File: src/rtl/ps2_frame_gen.sv
// PS/2 device-side frame generator: FIFO-buffered bytes serialised as start, 8 data LSB-first, odd parity, stop.
// Define PS2_MAKE_BREAK_EN to send each popped byte as the triple B, 0xF0, B.
module ps2_frame_gen #(
    parameter int CLK_DIV  = 16,
    parameter int FIFO_AW  = 3,
    parameter int GAP_BITS = 2
) (
    input  logic       clk,
    input  logic       rst_n,
    input  logic [7:0] wr_data,
    input  logic       wr_en,
    output logic       full,
    output logic       empty,
    output logic       busy,
    output logic       ovf,
    output logic       frame_done,
    output logic       ps2_clk,
    output logic       ps2_data
);
    localparam logic [2:0] S_IDLE = 3'd0;
    localparam logic [2:0] S_LOAD = 3'd1;
    localparam logic [2:0] S_HIGH = 3'd2;
    localparam logic [2:0] S_LOW  = 3'd3;
    localparam logic [2:0] S_GAP  = 3'd4;

    localparam int DEPTH    = 2**FIFO_AW;
    localparam int GAP_CYC  = GAP_BITS * 2 * CLK_DIV;
    localparam int GAP_LAST = (GAP_CYC > 0) ? GAP_CYC - 1 : 0;
    localparam int CNT_MAX  = (GAP_CYC > CLK_DIV) ? GAP_CYC : CLK_DIV;
    localparam int DIV_W    = $clog2(CNT_MAX + 1);

    function automatic logic [10:0] frame_of(input logic [7:0] b);
        return {1'b1, ~^b, b, 1'b0};
    endfunction

    logic [7:0]       r_mem [DEPTH];
    logic [FIFO_AW-1:0] r_wptr, r_rptr;
    logic [FIFO_AW:0] r_cnt;
    logic             r_ovf;
    logic [2:0]       r_state;
    logic [DIV_W-1:0] r_div;
    logic [3:0]       r_bit;
    logic [10:0]      r_sh;
    logic             r_clk, r_data, r_frame_done, r_pend;
    logic             w_pop, w_push, w_div_end, w_gap_end, w_last_bit, w_more;

    // Occupancy can only reach DEPTH, so its top bit alone flags full.
    assign full       = r_cnt[FIFO_AW];
    assign empty      = (r_cnt == '0);
    assign w_pop      = (r_state == S_IDLE) && !empty;
    assign w_push     = wr_en && (!full || w_pop);
    assign w_div_end  = (r_div == DIV_W'(CLK_DIV - 1));
    assign w_gap_end  = (r_div == DIV_W'(GAP_LAST));
    assign w_last_bit = (r_bit == 4'd10);

    assign busy       = (r_state != S_IDLE);
    assign ovf        = r_ovf;
    assign frame_done = r_frame_done;
    assign ps2_clk    = r_clk;
    assign ps2_data   = r_data;

    always_ff @(posedge clk) begin
        if (w_push) r_mem[r_wptr] <= wr_data;
    end

    always_ff @(posedge clk or negedge rst_n) begin
        if (!rst_n) begin
            r_wptr <= '0;
            r_rptr <= '0;
            r_cnt  <= '0;
            r_ovf  <= 1'b0;
        end else begin
            if (w_push) r_wptr <= r_wptr + 1'b1;
            if (w_pop)  r_rptr <= r_rptr + 1'b1;
            if (w_push && !w_pop)      r_cnt <= r_cnt + 1'b1;
            else if (w_pop && !w_push) r_cnt <= r_cnt - 1'b1;
            if (wr_en && !w_push) r_ovf <= 1'b1;
        end
    end

`ifdef PS2_MAKE_BREAK_EN
    logic [1:0] r_sub;
    logic [7:0] r_byte;
    logic [7:0] w_next;
    assign w_more = (r_sub != 2'd2);
    assign w_next = (r_sub == 2'd0) ? 8'hF0 : r_byte;

    always_ff @(posedge clk or negedge rst_n) begin
        if (!rst_n) begin
            r_sub  <= 2'd0;
            r_byte <= 8'h00;
        end else if (w_pop) begin
            r_sub  <= 2'd0;
            r_byte <= r_mem[r_rptr];
        end else if (r_state == S_LOW && w_div_end && w_last_bit && w_more) begin
            r_sub  <= r_sub + 2'd1;
        end
    end
`else
    assign w_more = 1'b0;
`endif

    always_ff @(posedge clk or negedge rst_n) begin
        if (!rst_n) begin
            r_state      <= S_IDLE;
            r_div        <= '0;
            r_bit        <= 4'd0;
            r_sh         <= '1;
            r_clk        <= 1'b1;
            r_data       <= 1'b1;
            r_frame_done <= 1'b0;
            r_pend       <= 1'b0;
        end else begin
            r_frame_done <= 1'b0;
            case (r_state)
                S_IDLE: begin
                    if (w_pop) begin
                        r_sh    <= frame_of(r_mem[r_rptr]);
                        r_bit   <= 4'd0;
                        r_state <= S_LOAD;
                    end
                end
                S_LOAD: begin
                    r_data  <= r_sh[0];
                    r_clk   <= 1'b1;
                    r_div   <= '0;
                    r_state <= S_HIGH;
                end
                S_HIGH: begin
                    if (w_div_end) begin
                        r_div   <= '0;
                        r_clk   <= 1'b0;
                        r_state <= S_LOW;
                    end else begin
                        r_div <= r_div + 1'b1;
                    end
                end
                S_LOW: begin
                    if (w_div_end) begin
                        r_div <= '0;
                        r_clk <= 1'b1;
                        if (w_last_bit) begin
                            r_frame_done <= 1'b1;
                            r_data       <= 1'b1;
                            r_pend       <= w_more;
                            r_bit        <= 4'd0;
`ifdef PS2_MAKE_BREAK_EN
                            if (w_more) r_sh <= frame_of(w_next);
`endif
                            if (GAP_BITS > 0) r_state <= S_GAP;
                            else if (w_more)  r_state <= S_LOAD;
                            else              r_state <= S_IDLE;
                        end else begin
                            // Next bit is presented as the clock rises, ahead of the next falling edge.
                            r_sh    <= r_sh >> 1;
                            r_data  <= r_sh[1];
                            r_bit   <= r_bit + 4'd1;
                            r_state <= S_HIGH;
                        end
                    end else begin
                        r_div <= r_div + 1'b1;
                    end
                end
                S_GAP: begin
                    if (w_gap_end) begin
                        r_div   <= '0;
                        r_state <= r_pend ? S_LOAD : S_IDLE;
                    end else begin
                        r_div <= r_div + 1'b1;
                    end
                end
                default: r_state <= S_IDLE;
            endcase
        end
    end
endmodule

File: config.mk
export PLATFORM = sky130hd
export DESIGN_NAME = ps2_frame_gen
export DESIGN_NICKNAME = d
export VERILOG_FILES = /design/src/rtl/ps2_frame_gen.sv
export SDC_FILE = /design/constraint.sdc
export NUM_CORES = 1
export LEC_CHECK = 0
export ABC_AREA = 1
export CAP_MARGIN = 20
export CORE_ASPECT_RATIO = 2
export CORE_MARGIN = 1
export CORE_UTILIZATION = 35
export DETAILED_ROUTE_END_ITERATION = 6
export PLACE_DENSITY_LB_ADDON = 0.1
export SYNTH_ARGS = -nofsm -noshare
export SYNTH_HDL_FRONTEND = slang
export SYNTH_SLANG_ARGS = --single-unit
File: constraint.sdc
create_clock -name clk -period 8.1 [get_ports clk]
set_input_delay 2.025 -clock clk [delete_from_list [all_inputs] [get_ports clk]]
set_output_delay 2.025 -clock clk [all_outputs]
set_load 0.02 [all_outputs]
==> metrics.md, run 1 <==
| Metric | Value |
|---|---|
| Critical Path RT | `between 6 and 7 ns` |
| Hold-fix buffers at CTS | `0` |
| CP Capture Type | `output port` |
| Crit path launch type | `register` |
| Final min period | `between 3 and 4 ns` |
| Worst Skew | `around 0.011 ns` |
| Met3 usage | `2.48%` |
| Port bufs | `17` |
| CP cell instances | `nor2_1 > nand2_1 > inv_1 > clkdlybuf4s50_1` |
| Cts repair resizes | `0` |
| CP Data Arrival Time | `1.70 ns` |
| Clock buffer depth | `2` |
| Final Hold Viols | `0` |
| CP max-delay cell | `clkdlybuf4s50_1` |
| Clock sink count | `~100` |
| Met1 global-route usage | `18.8%` |
| Die Y | `~170 µm` |
| Max-slew violations | `0` |
| Vias in the first global route | `between 3000 and 4000` |
| # fillers | `approximately 1500` |
| Seq/Total Area, Yosys | `a little under three fifths` |
| Met2 Usage GRT | `approximately a third` |
| Status | `finished clean` |
| Layout cells sized above 1 | `around 8.9%` |
| #FFs+latches synth | `103` |
| Initial DRC Count | `228` |
| Grt total ovfl | `0` |
| Core area | `roughly 14000 µm²` |
| First-pass GRT wire length | `20000 µm` |
| Slew margin rel. | `28.6%` |
| Slew @ Worst Pin | `about 1.1 ns` |
| Leakage | `2.61 nW` |
| Multi-input gate area | `roughly 1700 µm²` |
| Post-synth net total | `597` |
| Antenna fix cells | `0` |
| Clock slew at reported path FFs | `0.07 ns` |
| CTS tree | `done` |
| Full die area | `~15000 µm²` |
| Hold crit path type | `register to register` |
| Yosys warns | `0` |
| Initial Util | `roughly 36%` |
| Antenna-violating nets left | `0` |
| CP delay by family, top | `buffers and inverters` |
| Post-synthesis cell type count | `34` |
| Most frequent cells in the layout | `186 x nand2_1, 95 x inv_1, 64 x edfxtp_1` |
| Worst-case reg-to-reg path depth | `20` |
| Num rows | `a little over 60` |
| Storage element area | `between 2000 and 3000 µm²` |
| CTS buffer count | `9` |
| Area contributors post-synth | `edfxtp_1 38%, nand2_1 14%, dfrtp_1 13%` |
| CTS Root Buffer Type | `clkbuf_16` |
| WHS Path Cells | `2` |
| Leading area contributor after synthesis | `edfxtp_1` |
| Post-DP HPWL | `9730 µm` |
| Bufs and invs on worst path | `2` |
| Initial antenna violation count | `0` |
| I/O pins | `18` |
| Max FO, Critical Path | `5` |
| PwrDens | `179 nW/µm²` |
| Area growth syn-to-layout | `12.6%` |
| Hold slack | `between 0.4 and 0.5 ns` |
| Max Clk Rate | `about 0.27 GHz` |
| RSZ-0062 raised after global routing | `no` |
| Max-cap violations | `0` |
| Critical path class | `register to output port` |
| Final Util | `between 40 and 50%` |
| Die width | `87.3 µm` |
| Final worst-path cycle share | `a little under half` |
| Residual DRC count | `0` |
| Post-CTS Setup Inserts | `0` |
| Vias per cell | `~4.7` |
| GRT busiest layer | `met2` |
| H-Tree Depth | `3` |
| All-Layer GR Usage | `between 10% and 20%` |
| Post-Route WL | `about 13000 µm` |
| Clock Latency Late Sink | `~0.35 ns` |
| Detailed-route via count | `about 3700` |
| Most common cell after layout, fill and taps aside | `nand2_1` |
| Max incr delay on CP | `approximately 0.60 ns` |
| WL/cell | `16.3 µm` |
| Final setup fails | `0` |
| Post-synth top area share | `a little under two fifths` |
| Worst vdd ir | `0.0000886 V` |
| Routability Congestion | `0.940` |
| Pre-antenna DRT Iters | `4` |
| Setup TNS Final | `0 ns` |
| Post-Syn Area per Cell | `slightly below 9 µm²` |
| Post-Syn Instances | `577` |
| Largest net degree at the start of global routing | `40` |
| CP Depth | `4` |
| Final net count | `about 610` |
| Post-Synthesis Cell Area | `approximately 5100 µm²` |
==> layer usage <==
metal | part of all wire [%] | vias up
met5 | 0 | -
met4 | 3.3 | 0
met3 | 2.3 | 19
met2 | 59 | 58
met1 | 36 | 1766
li1 | - | 1855
==> report_power, final <==
group	internal [W]	switching, W	total [W]
logic	0.00000621	0.0000144	0.0000206
clock network	0.000244	0.000200	0.000443
registers	0.000560	0.00000154	0.000562
total	0.000810	0.000216	0.00103
==> synthesized netlist by cell type, drive strengths merged <==
| master | instances |
|---|---|
| a21o | 2 |
| a21oi | 16 |
| a22o | 2 |
| a31o | 1 |
| a31oi | 2 |
| buf | 16 |
| clkbuf | 1 |
| dfrtp | 26 |
| dfstp | 13 |
| edfxtp | 64 |
| fa | 1 |
| ha | 8 |
| inv | 100 |
| nand2 | 191 |
| nand3 | 51 |
| nand4 | 1 |
| nor2 | 33 |
| nor3 | 9 |
| nor3b | 1 |
| o21ai | 28 |
| o22ai | 3 |
| xnor2 | 3 |
| xor2 | 5 |
==> tightest hold or removal path, stage by stage (launching register included) <==
cell,delay (ns)
dfstp_2,0.37
nand2_1,0.05
nand2_1,0.05
==> kinds of logic after synthesis <==
logic type | after synthesis | synth area share, %
adders and majority gates | 9 | 2.36
xor gates and xnor gates | 8 | 1.38
DFF | 103 | 57.2
buffers and inverters | 117 | 9.24
AOI/OAI and AO/OA | 54 | 5.75
and+or+nand+nor | 286 | 24.1
==> registers in the layout, indices dropped and copies added (netlist names) <==
register    flops
r_state         3
r_rptr          3
r_sh           11
r_bit           4
frame_done      1
ovf             1
r_cnt           4
ps2_data        1
r_wptr          3
r_div           7
ps2_clk         1
r_mem          64
==> per-stage QoR <==
| step | worst slack [ns] | area (µm²) | instances | total power (W) |
|---|---|---|---|---|
| finish | 4.38 | 5740 | 788 | 0.00103 |
| global route | 4.12 | 5740 | 788 | 0.00106 |
| CTS | 4.33 | 5720 | 786 | 0.00104 |
| detailed placement | 4.05 | 5420 | 771 | 0.000594 |
| global placement | 4.07 | 5420 | 771 | 0.000594 |
| floorplan | 4.72 | 5090 | 577 | 0.000576 |
==> worst paths after layout <==
| check | start | to | slack, ns |
|---|---|---|---|
| max | r_cnt[3]$_DFFE_PN0P_ | empty | 4.38 |
| max reg2reg | r_state[0]$_DFFE_PN0P_ | r_cnt[3]$_DFFE_PN0P_ | 4.53 |
| min in group asynchronous | rst_n | r_bit[0]$_DFFE_PN0P_ | 1.80 |
| min reg2reg | r_sh[9]$_DFFE_PN1P_ | r_sh[9]$_DFFE_PN1P_ | 0.47 |
| max in group asynchronous | rst_n | r_rptr[1]$_DFFE_PN0P_ | 5.74 |
| min | r_sh[9]$_DFFE_PN1P_ | r_sh[9]$_DFFE_PN1P_ | 0.47 |
==> final cells by class <==
| class | count | share of cell area (%) |
|---|---|---|
| multi-input combinational | 357 | 29.8 |
| tap | 192 | 4.19 |
| clock inverter | 6 | 1.33 |
| inverter | 100 | 6.59 |
| sequential | 103 | 50.8 |
| timing repair buffer | 21 | 3.36 |
| clock buffer | 9 | 3.93 |
No activity file was read; power rests on OpenSTA's default activity.
==> run 2: changes to the inputs <==
==> constraint.sdc (replaced) <==
create_clock -name clk -period 3.9 [get_ports clk]
set_input_delay 0.975 -clock clk [delete_from_list [all_inputs] [get_ports clk]]
set_output_delay 0.975 -clock clk [all_outputs]
set_load 0.02 [all_outputs]
==> run 2 against run 1 <==
Net effect: total power up 120%; utilization up 0.41 points; critical path depth up 14; via count down 2.0%; critical path type is now register to register; critical endpoint is now r_cnt[3]$_DFFE_PN0P_.
==> metrics.md, run 2 (synthesis results as in run 1) <==
| Metric | Value |
|---|---|
| Status | `finished clean` |
| Leakage | `between 2 and 3 nW` |
| Final Hold Viols | `0` |
| CTS Root Buffer Type | `clkbuf_16` |
| Detailed-route via count | `3623` |
| Setup TNS Final | `0 ns` |
| Final worst-path cycle share | `about 78%` |
| I/O pins | `18` |
| Clock slew at reported path FFs | `around 0.070 ns` |
| All-Layer GR Usage | `~16%` |
| HP Start | `r_sh[3]$_DFFE_PN1P_` |
| Worst vdd ir | `about 0.00023 V` |
| Routability Congestion | `just under 0.8` |
| Reg2reg start | `r_div[0]$_DFFE_PN0P_` |
| WL/cell | `roughly 14 µm` |
| Clock buffer depth | `2` |
| RSZ-0062 raised after global routing | `no` |
| CP Capture Type | `register` |
| Launch point of the worst path | `r_div[0]$_DFFE_PN0P_` |
| Cts repair resizes | `0` |
| Initial Util | `35.7%` |
| Post-DP HPWL | `a little under 8000 µm` |
| Num rows | `62` |
| Hold slack | `0.461 ns` |
| Max reg flops | `64` |
| Largest net degree at the start of global routing | `40` |
| Slew @ Worst Pin | `0.902 ns` |
| Slew margin rel. | `roughly 40%` |
| Largest Register | `r_mem` |
| Total Power | `0.00221 W` |
| Crit path launch type | `register` |
| Hold crit path type | `register to register` |
| Post-Route WL | `between 10000 and 15000 µm` |
| CP Data Arrival Time | `between 3 and 4 ns` |
| Area growth syn-to-layout | `13.8%` |
| Vias in the first global route | `~3600` |
| Die width | `roughly 87 µm` |
| Grt total ovfl | `0` |
| Critical Path RT | `4.12 ns` |
| CTS tree | `done` |
| First-pass GRT wire length | `between 15000 and 20000 µm` |
| Final Util | `40.6%` |
| Port bufs | `17` |
| Antenna-violating nets left | `0` |
| Clock sink count | `103` |
| Residual DRC count | `0` |
| Initial antenna violation count | `0` |
| Most common cell after layout, fill and taps aside | `nand2_1` |
| Final min period | `between 3 and 4 ns` |
| Clock Latency Late Sink | `around 0.34 ns` |
| Worst Skew | `between 0.006 and 0.007 ns` |
| Hold-fix buffers at CTS | `0` |
| Max Clk Rate | `about 0.33 GHz` |
| Most frequent cells in the layout | `186 x nand2_1, 95 x inv_1, 64 x edfxtp_1` |
| Initial DRC Count | `163` |
| Die Y | `173 µm` |
| # fillers | `~1400` |
| Final net count | `just over 600` |
| Pre-antenna DRT Iters | `4` |
| Full die area | `15100 µm²` |
| PwrDens | `around 380 nW/µm²` |
| Max-slew violations | `0` |
| H-Tree Depth | `3` |
| Multi-input gate area | `1710 µm²` |
| Final setup fails | `0` |
| Antenna fix cells | `0` |
| Max FO, Critical Path | `13` |
| Post-CTS Setup Inserts | `0` |
| Critical path class | `register to register` |
| Max-cap violations | `0` |
| Biggest regs | `r_mem x64, r_sh x11, r_div x7` |
| CTS buffer count | `9` |
| Layout cells sized above 1 | `9.18%` |
| Core area | `around 14000 µm²` |
| Vias per cell | `4.58` |
| Storage element area | `between 2000 and 3000 µm²` |
-- run 2: cell types whose count changed in the layout (fill, tap and decap cells not counted) --
cell and change:
inv_6 -2, inv_8 -1, clkbuf_4 -1, buf_2 -1, buf_4 +5, clkinv_4 -1, bufinv_16 +2, clkinvlp_4 +1
clkinv_1 +1
-- run 2: area by class of cell --
class	count	share of cell area, %
Clock buffer	9	3.89
Timing Repair Buffer	24	3.76
Clock inverter	6	1.90
Sequential cell	103	50.3
Inverter	100	6.52
Tap cell	192	4.15
Multi-Input combinational cell	357	29.5
-- run 2: report_power, final --
group          total [W]  leakage, nW  internal, W  switching (W)
Sequential       0.00117         1.01      0.00116     0.00000329
Combinational  0.0000351         1.46    0.0000130      0.0000222
Clock            0.00101        0.159     0.000623       0.000389
Total            0.00221         2.63      0.00180       0.000415
-- run 2: metal layers --
layer  part of all wire, %  vias to the layer above  global-route usage, %
met2                    56                       37                   30.3
met1                    40                     1719                   16.9
met4                   2.2                        0                   5.87
li1                      -                     1856                      -
met5                     0                        -                      0
met3                   1.8                       11                   2.63
-- run 2: path summary, 6_finish.rpt --
path                                          to  slack [ns]  cells past startpoint
min reg2reg                  r_sh[3]$_DFFE_PN1P_        0.46                      2
min in group asynchronous   frame_done$_DFF_PN0_        0.76                      1
max reg2reg                 r_cnt[3]$_DFFE_PN0P_        0.87                     18
max                         r_cnt[3]$_DFFE_PN0P_        0.87                     18
min                          r_sh[3]$_DFFE_PN1P_        0.46                      2
max in group asynchronous  r_wptr[0]$_DFFE_PN0P_        2.57                      1
-- run 2: critical path, cell delays in order, from the launching register on --
cell     delay, ns
dfrtp_1       0.39
ha_1          0.23
nand4_2       0.19
nand2_2       0.14
nand3_4       0.13
nor2_4        0.27
nand2_4       0.13
nand2_2       0.10
nand2_4       0.07
inv_4         0.09
ha_1          0.18
inv_1         0.09
ha_1          0.28
a21o_1        0.15
a21oi_1       0.16
nand2_1       0.07
nand2_1       0.06
nor2_1        0.04
xor2_1        0.13
-- run 2: stage by stage --
| step | area [µm²] | std cells | worst slack, ns |
|---|---|---|---|
| final | 5790 | 791 | 0.868 |
| after global routing | 5790 | 791 | 0.530 |
| after CTS | 5790 | 791 | 0.839 |
| after detailed placement | 5460 | 776 | 0.849 |
| after global placement | 5460 | 776 | 0.926 |
| after floorplan | 5090 | 577 | 1.29 |
